===== src/rtl/reg_40b_arb_pkg.sv =====
// Shared types and constants for the 40-bit register write arbiter.
package reg_40b_arb_pkg;

  localparam int unsigned REG_W  = 40;
  localparam int unsigned LCNT_W = 8;

  typedef enum logic {
    ST_IDLE   = 1'b0,
    ST_LOCKED = 1'b1
  } state_e;

endpackage


===== src/rtl/reg_40b_arb_if.sv =====
// Requester-side bundle: requests, locks and words in; grant and register status out.
interface reg_40b_arb_if
  import reg_40b_arb_pkg::*;
#(
  parameter int unsigned N_REQ = 4,
  parameter int unsigned W     = REG_W
);

  localparam int unsigned IDW = $clog2(N_REQ);

  logic [N_REQ-1:0]   req;
  logic [N_REQ-1:0]   lock;
  logic [N_REQ*W-1:0] data;
  logic [N_REQ-1:0]   ack;
  logic [W-1:0]       out;
  logic [IDW-1:0]     owner;
  logic               locked;
  logic               upd;
  logic [IDW-1:0]     upd_id;

  modport master (
    output req, lock, data,
    input  ack, out, owner, locked, upd, upd_id
  );

  modport slave (
    input  req, lock, data,
    output ack, out, owner, locked, upd, upd_id
  );

endinterface


===== src/rtl/reg_40b.sv =====
// Shared 40-bit storage word; reset takes priority over a coincident write.
module reg_40b
  import reg_40b_arb_pkg::*;
(
  input  logic             clk,
  input  logic             rst,
  input  logic             wr_en,
  input  logic [REG_W-1:0] in,
  output logic [REG_W-1:0] out
);

  logic [REG_W-1:0] val_q;
  logic [REG_W-1:0] val_d;

  always_comb begin
    val_d = val_q;
    if (wr_en) val_d = in;
  end

  always_ff @(posedge clk) begin
    if (rst) val_q <= '0;
    else     val_q <= val_d;
  end

  assign out = val_q;

endmodule


===== src/rtl/reg_40b_arb_rr_pick.sv =====
// Circular priority picker: first set request at or after ptr, wrapping around.
module reg_40b_arb_rr_pick #(
  parameter int unsigned N  = 4,
  parameter int unsigned IW = $clog2(N)
) (
  input  logic [N-1:0]  req,
  input  logic [IW-1:0] ptr,
  output logic [N-1:0]  gnt_oh,
  output logic [IW-1:0] gnt_idx,
  output logic          gnt_vld
);

  int unsigned idx;

  // Walk offsets from farthest to nearest so the nearest hit wins.
  always_comb begin
    gnt_oh  = '0;
    gnt_idx = '0;
    gnt_vld = 1'b0;
    idx     = 0;
    for (int off = int'(N) - 1; off >= 0; off--) begin
      idx = (32'(ptr) + 32'(off)) % N;
      if (req[IW'(idx)]) begin
        gnt_oh           = '0;
        gnt_oh[IW'(idx)] = 1'b1;
        gnt_idx          = IW'(idx);
        gnt_vld          = 1'b1;
      end
    end
  end

endmodule


===== src/rtl/reg_40b_arb.sv =====
// Round-robin write arbiter with bounded lock bursts in front of one shared 40-bit register.
module reg_40b_arb
  import reg_40b_arb_pkg::*;
#(
  parameter int unsigned N_REQ    = 4,
  parameter int unsigned MAX_LOCK = 16
) (
  input  logic          clk,
  input  logic          rst,
  reg_40b_arb_if.slave  bus
);

  localparam int unsigned IDW = $clog2(N_REQ);

  state_e              state_q, state_d;
  logic [IDW-1:0]      ptr_q, ptr_d;
  logic [IDW-1:0]      owner_q, owner_d;
  logic [LCNT_W-1:0]   lcnt_q, lcnt_d;
  logic                locked_q, locked_d;
  logic                upd_q, upd_d;
  logic [IDW-1:0]      upd_id_q, upd_id_d;

  logic [N_REQ-1:0]    pick_oh;
  logic [IDW-1:0]      pick_idx;
  logic                pick_vld;
  logic [N_REQ-1:0]    ack_c;
  logic [IDW-1:0]      wr_idx;
  logic                wr_en;
  logic [REG_W-1:0]    wr_data;
  logic [REG_W-1:0]    reg_out;

  reg_40b_arb_rr_pick #(
    .N  (N_REQ),
    .IW (IDW)
  ) u_pick (
    .req     (bus.req),
    .ptr     (ptr_q),
    .gnt_oh  (pick_oh),
    .gnt_idx (pick_idx),
    .gnt_vld (pick_vld)
  );

  // State and bookkeeping registers.
  always_ff @(posedge clk) begin
    if (rst) begin
      state_q  <= ST_IDLE;
      ptr_q    <= '0;
      owner_q  <= '0;
      lcnt_q   <= '0;
      locked_q <= 1'b0;
      upd_q    <= 1'b0;
      upd_id_q <= '0;
    end else begin
      state_q  <= state_d;
      ptr_q    <= ptr_d;
      owner_q  <= owner_d;
      lcnt_q   <= lcnt_d;
      locked_q <= locked_d;
      upd_q    <= upd_d;
      upd_id_q <= upd_id_d;
    end
  end

  // Next state: pointer advances only on IDLE grants; lock bursts end on drop or limit.
  always_comb begin
    state_d  = state_q;
    ptr_d    = ptr_q;
    owner_d  = owner_q;
    lcnt_d   = lcnt_q;
    upd_d    = wr_en;
    upd_id_d = wr_en ? wr_idx : upd_id_q;
    case (state_q)
      ST_IDLE: begin
        if (pick_vld) begin
          ptr_d = IDW'((32'(pick_idx) + 32'd1) % N_REQ);
          if (bus.lock[pick_idx]) begin
            state_d = ST_LOCKED;
            owner_d = pick_idx;
            lcnt_d  = LCNT_W'(1);
          end
        end
      end
      ST_LOCKED: begin
        lcnt_d = lcnt_q + LCNT_W'(1);
        if (!bus.lock[owner_q] || (lcnt_q == LCNT_W'(MAX_LOCK))) begin
          state_d = ST_IDLE;
          lcnt_d  = '0;
        end
      end
      default: state_d = ST_IDLE;
    endcase
    locked_d = (state_d == ST_LOCKED);
  end

  // Grant: round-robin pick in IDLE, owner only while locked.
  always_comb begin
    ack_c  = '0;
    wr_idx = pick_idx;
    case (state_q)
      ST_IDLE: ack_c = pick_oh;
      ST_LOCKED: begin
        wr_idx = owner_q;
        if (bus.req[owner_q]) ack_c[owner_q] = 1'b1;
      end
      default: ack_c = '0;
    endcase
    wr_en   = |ack_c;
    wr_data = bus.data[32'(wr_idx)*REG_W +: REG_W];
  end

  reg_40b u_reg (
    .clk   (clk),
    .rst   (rst),
    .wr_en (wr_en),
    .in    (wr_data),
    .out   (reg_out)
  );

  assign bus.ack    = ack_c;
  assign bus.out    = reg_out;
  assign bus.owner  = owner_q;
  assign bus.locked = locked_q;
  assign bus.upd    = upd_q;
  assign bus.upd_id = upd_id_q;

endmodule


===== src/flat_wrapper.sv =====
// flat-port wrapper written by rule: the top's interface ports become plain ports
module reg_40b_arb_flat import reg_40b_arb_pkg::*;
#(
  parameter int unsigned N_REQ    = 4,
  parameter int unsigned MAX_LOCK = 16
)
  (clk, rst, bus_req, bus_lock, bus_data, bus_ack, bus_out, bus_owner, bus_locked, bus_upd, bus_upd_id);
  reg_40b_arb_if #(.N_REQ(N_REQ), .W(REG_W)) bus_i ();
  input  logic clk;
  input  logic rst;
  input wire logic [$bits(bus_i.req)-1:0] bus_req;
  input wire logic [$bits(bus_i.lock)-1:0] bus_lock;
  input wire logic [$bits(bus_i.data)-1:0] bus_data;
  output wire logic [$bits(bus_i.ack)-1:0] bus_ack;
  output wire logic [$bits(bus_i.out)-1:0] bus_out;
  output wire logic [$bits(bus_i.owner)-1:0] bus_owner;
  output wire logic [$bits(bus_i.locked)-1:0] bus_locked;
  output wire logic [$bits(bus_i.upd)-1:0] bus_upd;
  output wire logic [$bits(bus_i.upd_id)-1:0] bus_upd_id;
  assign bus_i.req = bus_req;
  assign bus_i.lock = bus_lock;
  assign bus_i.data = bus_data;
  assign bus_ack = bus_i.ack;
  assign bus_out = bus_i.out;
  assign bus_owner = bus_i.owner;
  assign bus_locked = bus_i.locked;
  assign bus_upd = bus_i.upd;
  assign bus_upd_id = bus_i.upd_id;
  reg_40b_arb #(.N_REQ(N_REQ), .MAX_LOCK(MAX_LOCK)) u_core (.clk(clk), .rst(rst), .bus(bus_i));
endmodule

===== config.mk =====
export PLATFORM = sky130hd
export DESIGN_NAME = reg_40b_arb_flat
export DESIGN_NICKNAME = d
export VERILOG_FILES = /design/src/rtl/reg_40b_arb_pkg.sv /design/src/rtl/reg_40b_arb_if.sv /design/src/rtl/reg_40b.sv /design/src/rtl/reg_40b_arb_rr_pick.sv /design/src/rtl/reg_40b_arb.sv /design/src/flat_wrapper.sv
export SDC_FILE = /design/constraint.sdc
export NUM_CORES = 1
export LEC_CHECK = 0
export ABC_CLOCK_PERIOD_IN_PS = 3700
export BUFFER_PORTS_ARGS = -buffer_cell sky130_fd_sc_hd__buf_2
export CORE_MARGIN = 2
export CORE_UTILIZATION = 40
export DETAILED_ROUTE_END_ITERATION = 10
export PLACE_DENSITY = 0.8
export SYNTH_ARGS = -nofsm -noshare
export SYNTH_HDL_FRONTEND = slang
export SYNTH_HIERARCHICAL = 1
export SYNTH_SLANG_ARGS = --single-unit

===== constraint.sdc =====
create_clock -name clk -period 3.7 [get_ports clk]
set_input_delay 0.555 -clock clk [delete_from_list [all_inputs] [get_ports clk]]
set_output_delay 0.555 -clock clk [all_outputs]
set_load 0.02 [all_outputs]

After elaboration in Yosys (flattened, before gate mapping) --
Index checks and enable logic that the tools add are counted.
Operators by class: $add $sub $neg 5, multiply operators 1, divide/modulo/power cells 0, magnitude comparators 11, eq/ne operators 3, shift-type cells 1, muxes and demuxes 47, bitwise operators 1, reductions and logical operators 11
Operator list (number):
- $shiftx 160x9->40 | 1
- $mux 8 | 3
- $mux 4 | 5
- $mux 1 | 19
- $lt 2x3->1 const B | 6
- $pmux 8 s2 | 1
- $bmux 1 s2 | 7
- $demux 1 s2 | 5
- $ge 2x1->1 const B | 5
- $mux 2 | 5
- $add 8x1->8 const B | 1
- $eq 8x5->1 const B | 1
- $pmux 4 s2 | 1
- $logic_and 1x1->1 | 5
- $mul 2x3->5 const B | 1
- $add 2x1->2 const B | 2
- $add 2x2->2 const B | 2
- $ne 2x1->1 const B | 2
- $reduce_and 2->1 | 2
- $reduce_or 4->1 | 1
- $reduce_and 3->1 | 1
- $pmux 1 s2 | 1
- $logic_not 1->1 | 1
- $logic_or 1x1->1 | 1
- $not 1->1 | 1
Storage, ports and cells: register bits 56, bits in latches 0, memory bits (writable) 0, ROM bits 0, bits of input ports 170, output and inout bits 50, logic and storage cells 87, memories 0

Logic depth before layout (Yosys ltp) --
depth in word-level cells 12, depth in mapped cells 15, mapped depth without buffers 11

Modules after synthesis --
Netlist, hierarchy kept.
By module, submodules not included:
- reg_40b_arb | times used 1, cells an instance 156, area each 1885.6 um^2, sequential area each 320.3 um^2
- reg_40b | times used 1, cells an instance 129, area each 1457.6 um^2, sequential area each 800.8 um^2
- reg_40b_arb_rr_pick | times used 1, cells an instance 61, area each 509.2 um^2, sequential area each 0.0 um^2

Least setup slack after synthesis --
Ideal clock, no wire load.
path type reg2reg, start register u_core.ptr_q[0], end register u_core.u_reg.val_q[0], in the netlist u_core/u_reg/out[0], library setup time 0.128 ns, arrival time 3.161 ns, path slack 0.411 ns, stages on the path, launching flop included 13, buffers on the path 3, period minus slack after synthesis 3.289 ns, cells stage by stage dfxtp_1 buf_6 inv_1 ha_1 buf_2 nor2b_1 o211a_1 nor3_1 mux2i_1 buf_6 mux4_2 mux2i_1 nor2_1
On the way: elaborated cells between the ends (all ways) 44
RTL lines:
- from (decl) | line reg_40b_arb.sv:16 | logic [IDW-1:0] ptr_q, ptr_d;
- from (signal assigned) | line reg_40b_arb.sv:55 | ptr_q <= ptr_d;
- $add 2x2->2 | line reg_40b_arb_rr_pick.sv:22 | idx = (32'(ptr) + 32'(off)) % N;
- $bmux 1 s2 | line reg_40b_arb_rr_pick.sv:23 | if (req[IW'(idx)]) begin
- $mux 1 (implied by the code) | line reg_40b_arb_rr_pick.sv:23
- $mux 2 (3 in series) | line reg_40b_arb_rr_pick.sv:23
- $mux 2 * | line reg_40b_arb_rr_pick.sv:23
- net u_core.pick_idx[0] | line reg_40b_arb.sv:24 | logic [IDW-1:0] pick_idx;
- $mux 2 * | line reg_40b_arb.sv:99 | case (state_q)
- $mul 2x3->5 * | line reg_40b_arb.sv:108 | wr_data = bus.data[32'(wr_idx)*REG_W +: REG_W];
- $shiftx 160x9->40 * | line reg_40b_arb.sv:108
- net u_core.wr_data[0] | line reg_40b_arb.sv:29 | logic [REG_W-1:0] wr_data;
- to (signal assigned) | line reg_40b.sv:22 | else val_q <= val_d;
- to (decl) | line reg_40b.sv:12 | logic [REG_W-1:0] val_q;
Mark *: on every way through the listed nets, which the timed path passes. The rest lies on a longest branch. The select of a mux whose other input is x is not followed. A chain may end at the register's enable or synchronous reset.

Worst setup path after layout --
start register u_core.ptr_q[0], end register u_core.u_reg.val_q[11], in the netlist u_core/u_reg/out[11]
On the way: cells in the longest elaborated chain, start to end 11, elaborated cells between the ends (all ways) 44
RTL lines:
- $add 2x2->2 | line reg_40b_arb_rr_pick.sv:22
- $lt 2x3->1 (implied by the code) / $ge 2x1->1 (equally long branches) | line reg_40b_arb_rr_pick.sv:25 | gnt_oh[IW'(idx)] = 1'b1;
- $logic_and 1x1->1 (implied by the code) | line reg_40b_arb_rr_pick.sv:25
- $mux 1 (implied by the code) | line reg_40b_arb_rr_pick.sv:25
- $demux 1 s2 | line reg_40b_arb_rr_pick.sv:25
- $mux 4 (3 in series) | line reg_40b_arb_rr_pick.sv:23
- $mux 4 * | line reg_40b_arb_rr_pick.sv:23
- net u_core.pick_oh[1] | line reg_40b_arb.sv:23 | logic [N_REQ-1:0] pick_oh;
- $pmux 4 s2 * | line reg_40b_arb.sv:99
- $reduce_or 4->1 * | line reg_40b_arb.sv:107 | wr_en = |ack_c;
- net u_core.upd_d | line reg_40b_arb.sv:20 | logic upd_q, upd_d;
Marks and branches as above.

==> out/summary.log <==
INFO  status         outcome=finished, final reports clean
INFO  layout         multiInputGateArea=0.00248mm^2
INFO  setup_path     critical_path.max_fanout=20
INFO  logic_synthesis ys.flop_type=sky130_fd_sc_hd__dfxtp_1
INFO  logic_synthesis synth-edff-count=0
INFO  setup_path     worst-endpoint-required=3.86ns
INFO  route          post_drt_via_cell_ratio=5.40
INFO  route          dr_total_vias=3692
INFO  timing         clock_period_minus_worst_slack=3.35ns
INFO  timing         layout_setup_ws=0.351ns
INFO  global_route   grt_util_met3=4.79%
INFO  logic_synthesis synth.distinct_cells=48
INFO  setup_path     timing.critical_path.to_type=flop
INFO  floorplanning  chipHeight=102um
INFO  setup_path     ff2ff_setup_slack=0.35ns
INFO  logic_synthesis yosys_register_bits=56
INFO  placement      placed_cells_incl_taps=675
INFO  clock_network  cts_resized=0
INFO  floorplanning  io_pins=220
INFO  setup_path     crit_path_start_kind=flop
INFO  clock_network  buffers_inserted_during_post_cts_setup_optimization=0
INFO  layout         n_fill_cell=858
INFO  setup_path     crit-reg2reg-launch=u_core/ptr_q[0]
INFO  logic_synthesis synth_nets=526
INFO  global_route   first_global_vias=3715
INFO  timing         fin_crit_sh=90.5%
INFO  power_and_ir_drop power_per_cell_area=828mW/mm^2
INFO  setup_path     reg2reg_to=u_core/u_reg/out[11]
INFO  layout         final_cell_count_no_fill=684
INFO  placement      dp_hpwl=9020um
INFO  timing         final_hold_fails=0
INFO  layout         area_growth_syn_to_layout=31.5%
INFO  route          drt_wl_total=11500um
INFO  layout         drive_above_1_share=52.5%
INFO  global_route   gr-usage-all-layers=21.0%
INFO  placement      post-place-ws=0.410ns
INFO  logic_synthesis ys_async_sr_fraction=0%
INFO  global_route   overflow_left_after_global_routing=0
INFO  placement      number_of_port_buffers=219
INFO  global_route   number_of_antenna_violations_at_the_first_check_in_global_routing=0
INFO  global_route   globalRouteMet2Util=38.2%
INFO  timing         clock_skew=0.0123ns
INFO  timing         worstMarginPinSlew=0.984ns
INFO  timing         report.final.setup_viol=0
INFO  route          wl_per_cell=16.8um
INFO  logic_synthesis post_synth_main_area_contributors=sky130_fd_sc_hd__dfxtp_1, sky130_fd_sc_hd__mux4_2, sky130_fd_sc_hd__mux2i_1
INFO  timing         grt_setup_unrepaired=no
INFO  logic_synthesis ys_warn_count=6
INFO  logic_synthesis syn_inst=346
INFO  logic_synthesis cell_with_the_most_instances_after_synthesis=sky130_fd_sc_hd__dfxtp_1
INFO  hold_path      worst_hold_path_type=reg -> reg
INFO  logic_synthesis yosys.area.top_type=sky130_fd_sc_hd__dfxtp_1
INFO  global_route   grt_max_degree=57
INFO  logic_synthesis netlist_top_cells_count=sky130_fd_sc_hd__dfxtp_1, sky130_fd_sc_hd__nor2_1, sky130_fd_sc_hd__mux4_2
INFO  floorplanning  row_count=35
INFO  logic_synthesis syn-cell-area=0.00385mm^2
INFO  setup_path     timing.reg2reg.worst_path_depth=11
INFO  clock_network  numClockSinks=56
INFO  power_and_ir_drop vdd.ir_drop.worst=0.488mV
INFO  global_route   routing_layer_with_the_top_usage_in_global_route=met2
INFO  setup_path     cp.buffers_inverters=3
INFO  setup_path     cp_cell_sequence=inv_1, ha_1, mux4_2, a22oi_1, a31oi_1, or4_1, mux2i_1, inv_2, buf_4, mux2i_1, nor2_1
INFO  setup_path     crit_family=multiplexers
INFO  route          drt_pre_antenna_iters=5
INFO  clock_network  postCtsHoldBufs=0
INFO  clock_network  cts_tree=done
INFO  global_route   grt_pass1_wl=17200um
INFO  logic_synthesis synth_largest_type_area_fraction=29.1%
INFO  clock_network  cts.root.buffer_cell=sky130_fd_sc_hd__clkbuf_8
INFO  setup_path     timing.critical_path.slowest_cell_delay=0.52ns
INFO  global_route   grtUsageMet1=23.0%
INFO  floorplanning  die_x=102um
INFO  timing         setup-tns-final=0ns
INFO  clock_network  cts-root-to-sink-buffers=2
INFO  clock_network  cts_bufs_inserted=5
INFO  setup_path     critical_path_arrival=3.51ns
INFO  power_and_ir_drop leakage=2.51nW
INFO  hold_path      timing.hold.worst.start=u_core/u_reg/out[33]
INFO  route          drcViolationCount=0
INFO  placement      globalplace.congestion=0.908
INFO  floorplanning  core=0.00928mm^2
INFO  layout         final_core_util=54.6%
INFO  job            max_cap_violations=0
INFO  timing         timing.max_slew.rel_slack=34.4%
INFO  timing         max_freq=299MHz
INFO  layout         final_nets=733
INFO  logic_synthesis seq_area_frac_synth=29.1%
INFO  hold_path      min_to=u_core/u_reg/out[33]
INFO  clock_network  clk_pin_slew=0.11ns
INFO  clock_network  h-tree-depth=2
INFO  floorplanning  dieArea=0.0104mm^2
INFO  timing         slew_viol_final=0
INFO  route          ant_nets=0
INFO  setup_path     critPathMostFrequentCell=sky130_fd_sc_hd__mux2i_1
INFO  setup_path     worst_path_max_delay_cell=sky130_fd_sc_hd__or4_1
INFO  hold_path      holdPathStages=2
INFO  logic_synthesis avgSynthCellArea=11.1um^2
INFO  layout         register_area=0.00112mm^2
INFO  setup_path     setup.worst_path.class=reg -> reg
INFO  floorplanning  start_util=41.5%
INFO  route          drt-initial-drc-count=107
INFO  clock_network  clock_insertion_delay_worst_skew=0.31ns
## power breakdown
| group | total (mW) | switching [mW] | internal [mW] |
|---|---|---|---|
| Combinational | 2.88 | 1.51 | 1.37 |
| Clock | 0.360 | 0.220 | 0.140 |
| Sequential | 0.956 | 0.144 | 0.813 |
| Total | 4.19 | 1.87 | 2.32 |
## placed cells by master, fill, tap and decap left out, types with 2 or more instances in the layout
master	synthesis	final
sky130_fd_sc_hd__o211a_1	2	2
sky130_fd_sc_hd__a211oi_1	4	4
sky130_fd_sc_hd__a22oi_1	5	5
sky130_fd_sc_hd__ha_1	10	10
sky130_fd_sc_hd__clkbuf_8	0	5
sky130_fd_sc_hd__dfxtp_1	56	56
sky130_fd_sc_hd__a31oi_1	9	9
sky130_fd_sc_hd__mux4_2	44	44
sky130_fd_sc_hd__a21oi_1	8	8
sky130_fd_sc_hd__buf_2	2	219
sky130_fd_sc_hd__mux2i_4	1	3
sky130_fd_sc_hd__or3_1	5	5
sky130_fd_sc_hd__o22ai_1	2	2
sky130_fd_sc_hd__or2_2	2	2
sky130_fd_sc_hd__o32ai_1	2	2
sky130_fd_sc_hd__inv_1	11	10
sky130_fd_sc_hd__o21ai_0	4	4
sky130_fd_sc_hd__nand3_1	9	9
sky130_fd_sc_hd__mux2i_1	43	41
sky130_fd_sc_hd__nor2b_1	6	6
sky130_fd_sc_hd__nand4_1	4	4
sky130_fd_sc_hd__buf_4	0	6
sky130_fd_sc_hd__or4_1	2	2
sky130_fd_sc_hd__nor2_1	53	53
sky130_fd_sc_hd__nand2_1	17	17
## cells by family after synthesis
family,after synthesis,share of synthesized area [%]
adder cells (fa/ha/maj),10,3.25
flip-flops,56,29.1
buffers and inverters,37,7.11
XOR/XNOR,1,0.227
AO/OA/AOI/OAI,42,7.73
AND/OR/NAND/NOR,108,13.4
multiplexers,92,39.2
## area by class of cell
cell class                      count  share of cell area [%]
Multi-Input combinational cell    253                    49.0
Tap cell                          129                    3.19
Sequential cell                    56                    22.1
Clock buffer                        5                    1.36
Clock inverter                      3                   0.543
Inverter                           11                   0.815
Antenna cell                        1                  0.0494
Timing Repair Buffer              226                    22.9
## through the flow
step / cell area [um^2] / power, mW / hold WS (ns)
after CTS: 5060 / 4.21 / 0.505
after detailed placement: 4970 / 3.84 / 0.480
after global routing: 5060 / 4.49 / 0.537
after floorplan: 3850 / 3.33 / 0.475
after global placement: 4970 / 3.77 / 0.469
final: 5070 / 4.19 / 0.502
## registers in the layout, indices dropped and copies added (netlist names)
signal             cells
u_core/u_reg/out      40
u_core/bus.upd         1
u_core/bus.owner       2
u_core/bus.locked      1
u_core/ptr_q           2
u_core/lcnt_q          8
u_core/bus.upd_id      2
## worst min-delay path: cells and delay by family (launching register included)
family | cells | cell delay, ns
DFF | 1 | 0.34
and+or+nand+nor | 1 | 0.07
muxes | 1 | 0.06
## per-layer routing
layer	part of all wire (%)	wire length [um]
met1	38	4350
met2	52	5950
met3	6.7	772
met4	3.6	416
met5	0	0
## worst max-delay path by stage
stage,startpoint,endpoint,cells after the start
final,u_core/ptr_q[0],u_core/u_reg/out[11],11
after global routing,u_core/ptr_q[0],u_core/u_reg/out[2],11
after CTS,u_core/ptr_q[0],u_core/u_reg/out[16],11
after detailed placement,u_core/ptr_q[0],u_core/u_reg/out[16],11
after global placement,bus_req[3],u_core/u_reg/out[4],11
after floorplan,u_core/ptr_q[0],u_core/u_reg/out[0],12
Note: power is estimated with default switching activity, not from simulation.
